==> config.mk <==
export PLATFORM = sky130hd
export DESIGN_NAME = u64_to_f32_pipe
export DESIGN_NICKNAME = d
export VERILOG_FILES = /design/src/rtl/u64_to_f32_pipe_pkg.sv /design/src/rtl/clz64.sv /design/src/rtl/u64_to_f32_pipe.sv
export SDC_FILE = /design/constraint.sdc
export NUM_CORES = 1
export LEC_CHECK = 0
export CORE_AREA = 2 2 145 147
export DETAILED_ROUTE_END_ITERATION = 10
export DIE_AREA = 0 0 147 149
export HOLD_SLACK_MARGIN = 0.06
export PLACE_DENSITY = 0.86
export REMOVE_ABC_BUFFERS = 1
export SETUP_SLACK_MARGIN = 0.02
export SYNTH_ARGS = -nofsm -noshare
export SYNTH_HDL_FRONTEND = slang
export SYNTH_HIERARCHICAL = 1
export SYNTH_SLANG_ARGS = --single-unit
==> constraint.sdc <==
create_clock -name clk -period 14.2 [get_ports clk]
set_input_delay 2.13 -clock clk [delete_from_list [all_inputs] [get_ports clk]]
set_output_delay 2.13 -clock clk [all_outputs]
set_load 0.02 [all_outputs]
==> src/rtl/u64_to_f32_pipe_pkg.sv <==
`default_nettype none
// +----------------------------------------------------------------------+
// | u64_to_f32_pipe_pkg                                                  |
// | Shared f32 field widths, bias and packed result type.                |
// | Revision: 1.0                                                        |
// +----------------------------------------------------------------------+
package u64_to_f32_pipe_pkg;

  localparam int F32_BIAS = 127;
  localparam int MANT_W   = 23;
  localparam int EXP_W    = 8;
  localparam int IN_W     = 64;
  localparam int LZ_W     = 6;

  // Exponent of a value whose MSB sits at bit 63, before subtracting lz.
  localparam logic [EXP_W-1:0] EXP_TOP = EXP_W'(F32_BIAS + IN_W - 1);

  typedef struct packed {
    logic              sign;
    logic [EXP_W-1:0]  exp;
    logic [MANT_W-1:0] mant;
  } f32_t;

endpackage
`default_nettype wire

==> src/rtl/clz64.sv <==
`default_nettype none
// +----------------------------------------------------------------------+
// | clz64                                                                |
// | Combinational leading-zero count of a 64-bit word (63 for zero).     |
// | Revision: 1.0                                                        |
// +----------------------------------------------------------------------+
module clz64 (
  input  logic [63:0] data_i,
  output logic [5:0]  lz_o
);

  // Scanning upward lets the highest set bit win the last assignment.
  always_comb begin
    lz_o = 6'd63;
    for (int i = 0; i < 64; i++) begin
      if (data_i[i]) lz_o = 6'(63 - i);
    end
  end

endmodule
`default_nettype wire

==> src/rtl/u64_to_f32_pipe.sv <==
`default_nettype none
// +----------------------------------------------------------------------+
// | u64_to_f32_pipe                                                      |
// | 3-stage unsigned 64-bit to IEEE-754 single conversion, RNE rounding. |
// | Revision: 1.0                                                        |
// +----------------------------------------------------------------------+
module u64_to_f32_pipe
  import u64_to_f32_pipe_pkg::*;
#(
  parameter int TAG_W = 8
) (
  input  logic             clk,
  input  logic             rst,
  input  logic             in_valid,
  output logic             in_ready,
  input  logic [63:0]      in_data,
  input  logic [TAG_W-1:0] in_tag,
  output logic             out_valid,
  input  logic             out_ready,
  output logic [31:0]      out_data,
  output logic [TAG_W-1:0] out_tag
);

  logic             advance;
  logic [LZ_W-1:0]  lz_w;

  logic             s1_valid_q, s2_valid_q, s3_valid_q;
  logic [IN_W-1:0]  s1_x_q;
  logic [LZ_W-1:0]  s1_lz_q;
  logic             s1_zero_q;
  logic [TAG_W-1:0] s1_tag_q;

  logic [IN_W-1:0]  s2_n_d, s2_n_q;
  logic [EXP_W-1:0] s2_e_d, s2_e_q;
  logic             s2_zero_q;
  logic [TAG_W-1:0] s2_tag_q;

  f32_t             res_d, out_data_q;
  logic [TAG_W-1:0] out_tag_q;

  logic [MANT_W-1:0] mant_w, mant_r_w;
  logic              guard_w, sticky_w, lsb_w, round_up_w, carry_w;

  assign advance   = !s3_valid_q | out_ready;
  assign in_ready  = advance;
  assign out_valid = s3_valid_q;
  assign out_data  = out_data_q;
  assign out_tag   = out_tag_q;

  clz64 u_clz64 (
    .data_i (in_data),
    .lz_o   (lz_w)
  );

  assign s2_n_d = s1_x_q << s1_lz_q;
  assign s2_e_d = EXP_TOP - {2'b00, s1_lz_q};

  assign mant_w     = s2_n_q[62:40];
  assign guard_w    = s2_n_q[39];
  assign sticky_w   = |s2_n_q[38:0];
  assign lsb_w      = s2_n_q[40];
  assign round_up_w = guard_w & (sticky_w | lsb_w);
  assign {carry_w, mant_r_w} = {1'b0, mant_w} + {{MANT_W{1'b0}}, round_up_w};

  // Bit 63 of n is the hidden one; its absence is a second sign of zero input.
  always_comb begin
    res_d      = '0;
    res_d.sign = 1'b0;
    res_d.exp  = carry_w ? s2_e_q + 8'd1 : s2_e_q;
    res_d.mant = carry_w ? '0 : mant_r_w;
    if (s2_zero_q || !s2_n_q[63]) res_d = '0;
  end

  always_ff @(posedge clk or posedge rst) begin
    if (rst) begin
      s1_valid_q <= 1'b0;
      s2_valid_q <= 1'b0;
      s3_valid_q <= 1'b0;
      out_data_q <= '0;
      out_tag_q  <= '0;
    end else if (advance) begin
      s1_valid_q <= in_valid;
      s2_valid_q <= s1_valid_q;
      s3_valid_q <= s2_valid_q;
      out_data_q <= res_d;
      out_tag_q  <= s2_tag_q;
    end
  end

  // Datapath registers carry no reset; only the valid bits qualify them.
  always_ff @(posedge clk) begin
    if (advance) begin
      s1_x_q    <= in_data;
      s1_lz_q   <= lz_w;
      s1_zero_q <= (in_data == 64'd0);
      s1_tag_q  <= in_tag;
      s2_n_q    <= s2_n_d;
      s2_e_q    <= s2_e_d;
      s2_zero_q <= s1_zero_q;
      s2_tag_q  <= s1_tag_q;
    end
  end

endmodule
`default_nettype wire
==> summary.txt <==
Global routing
  • First-pass GRT wire length: 50600 um
  • Largest net degree at the start of global routing: 95
  • All-layer global routing usage: 29.2%
  • GR Overflow Total: 0
  • Vias in the first global route: 9304
  • Antenna violations before repair: 0

Finish
  • Number of diodes: 0
  • Final cell utilization of the core: 70.5%
  • Area growth, synth to finish: 14.7%
  • Most frequent cells in the layout: edfxtp_1 (160), nand2_1 (159), clkdlybuf4s50_1 (116), nor2_1 (82), mux4_2 (71)
  • Final Cell Area: 0.0145 mm2
  • Post-layout net count: 1262
  • Share of cells above drive strength 1: 12.6%
  • Most common cell after layout, fill and taps aside: edfxtp_1
  • Layout Cells excl Fill: 1472

Yosys
  • Syn Inst Count: 1101
  • Yosys top cell by area: edfxtp_1
  • Distinct cells, synth: 74
  • EDFF count, synth: 160
  • Syn Area/Cell: 11.5 um2
  • Post-synth ARST share: 20.8%
  • Post-Syn Area: 0.0126 mm2
  • Yosys top cell area share: 38.0%
  • Flops & latches, synth: 202
  • Synthesis Warnings: 6
  • Main flop type after synthesis: edfxtp_1
  • Fraction of the yosys area taken by sequential cells: 46.3%
  • Top cells by area, synth: edfxtp_1 (38%), mux4_2 (13%), dfrtp_1 (8.3%)

Power and ir drop
  • Worst vdd ir: 0.0000779 V
  • Pleak: 5.17 nW
  • Pwr dens: 180 mW/mm2
  • Power Total: 2.61 mW

STA
  • Maximum operating frequency: 151 MHz
  • Relative slew slack: 34.7%
  • Final Hold Fails: 0
  • Max-slew violation count: 0
  • Final TNS setup: 0 ps
  • Final setup violation count: 0
  • Final setup margin: 7560 ps
  • Unrepaired setup endpoints after global routing: false
  • WHS: 421 ps
  • Clock Skew: 23.2 ps
  • Actual slew at the worst max-slew pin: 979 ps
  • Fin crit period: 6640 ps
  • Final period utilization: 46.8%

Place
  • Detail Placement HPWL: 23300 um
  • GP Congestion: 0.967
  • Post-Place Cell Area: 0.0139 mm2
  • Cell count after placement: 1436
  • Port Buf Inserts: 116
  • Setup WS pre-CTS: 7550 ps

Clock network
  • Setup Fix Bufs, Post-CTS: 0
  • Clk_lat worst skew: 510 ps
  • Max H-tree Level: 1
  • PostCTS Resize Cnt: 0
  • Root Buffer: clkbuf_16
  • CTS max path bufs: 3
  • CTS Hold Bufs: 0
  • CTS tree: built
  • CTS Buf Count: 20
  • Clock transition at path regs: 60 ps
  • CTS sink count: 202

Detailed routing
  • Routed Wire Length: 32300 um
  • Via count: 9930
  • Initial DRC count: 1249
  • Top Layer Used: met4
  • Met1 Routed Length: 12900 um
  • Iteration count of the initial detailed-routing pass: 8
  • Routed length on met2: 15700 um
  • DRC: 0
  • Routed Antenna Nets: 0
  • DR vias/cell: 6.75
  • Per-cell routed wire length: 22.0 um
  • Met3 Routed Length: 2360 um

Die
  • Die Span Y: 149 um
  • Die X: 147 um
  • # IOs: 118
  • Core Box Area: 0.0206 mm2
  • Die area: 0.0219 mm2
  • Cell Rows: 53
  • Starting density of the core: 61.5%

Setup path
  • Worst-path fanout max: 94
  • Setup crit start kind: input port
  • Crit Path Class: in2out
  • Critical Path RT: 12070 ps
  • Critical path arrival: 4510 ps
  • Setup crit end kind: output port

Run status
  • Outcome: complete, no violations

Hold path
  • Worst hold-check path type: reg2reg

Run
  • Number of max-cap violations: 0
## registers in the layout (all words and copies together), names as in the netlist
| signal | count |
|---|---|
| out_tag | 8 |
| s1_zero_q | 1 |
| s2_tag_q | 8 |
| s1_valid_q | 1 |
| out_data | 31 |
| s2_zero_q | 1 |
| s2_n_q | 64 |
| s1_lz_q | 6 |
| out_valid | 1 |
| s2_valid_q | 1 |
| s2_e_q | 8 |
| s1_x_q | 64 |
| s1_tag_q | 8 |
## worst paths after layout
kind	startpoint	slack [ps]	depth (start not counted)	endpoint
max in group asynchronous	rst	11790	3	out_data[7]$_DFFE_PP0P_
worst min-delay path	s1_tag_q[0]$_DFFE_PP_	420	0	s2_tag_q[0]$_DFFE_PP_
worst min register to register	s1_tag_q[0]$_DFFE_PP_	420	0	s2_tag_q[0]$_DFFE_PP_
worst max-delay path	out_ready	7560	4	in_ready
min in group asynchronous	rst	2050	3	out_tag[1]$_DFFE_PP0P_
worst max register to register	s1_lz_q[2]$_DFFE_PP_	10470	7	s2_n_q[53]$_DFFE_PP_
## kinds of logic after synthesis
logic type	Yosys count	share of synthesized area, %
simple gates	412	15.4
flops	202	46.3
compound gates	195	10.6
mux	161	21.4
buf+inv	98	3.96
xor+xnor	29	2.01
fa+ha+maj	3	0.297
other cells	1	0.0297
## per-layer routing
| layer | up-vias | global-route usage (%) |
|---|---|---|
| met1 | 4799 | 40.6 |
| met4 | 0 | 12.4 |
| li1 | 4479 | - |
| met3 | 89 | 3.46 |
| met5 | - | 0 |
| met2 | 563 | 47.5 |
## worst max-delay path: stages
cell and delay (ps):
clkdlybuf4s50_1 440, nor2b_4 770, inv_6 480, clkdlybuf4s50_1 680
## cell usage after synthesis (6+ instances only)
master    number
o211ai_1      17
buf_4          6
clkbuf_1      27
a32oi_1        8
a21oi_1       25
nand2b_1       9
nor2_1        82
edfxtp_1     160
mux2i_1       52
nand3_1       29
o21ai_0       54
nand4_1       16
or3_1          7
o31ai_1        7
mux2_2        27
mux4_2        71
xnor2_1       19
o221ai_1       7
buf_2         23
o22ai_1        9
a22oi_1        6
xor2_1        10
nor2b_1       10
nor3_1        18
mux4_1        10
inv_1         26
and2_1         8
nand2_1      159
dfrtp_1       42
nor4_1        50
a31oi_1        8
## where the power goes
group | switching [mW] | internal [mW] | total (mW) | leakage (nW)
sequential | 0.131 | 0.888 | 1.02 | 2.19
combinational | 0.618 | 0.459 | 1.08 | 2.67
clock | 0.213 | 0.297 | 0.510 | 0.308
## final cells by class
| class | instances | area (um2) |
|---|---|---|
| clock buffer | 25 | 519 |
| tap | 275 | 344 |
| fill | 1465 | 6060 |
| multi-input combinational | 801 | 6290 |
| sequential | 202 | 5860 |
| timing repair buffer | 129 | 1260 |
| clock inverter | 11 | 115 |
| inverter | 29 | 114 |
Power figures use the tool's default switching activity.
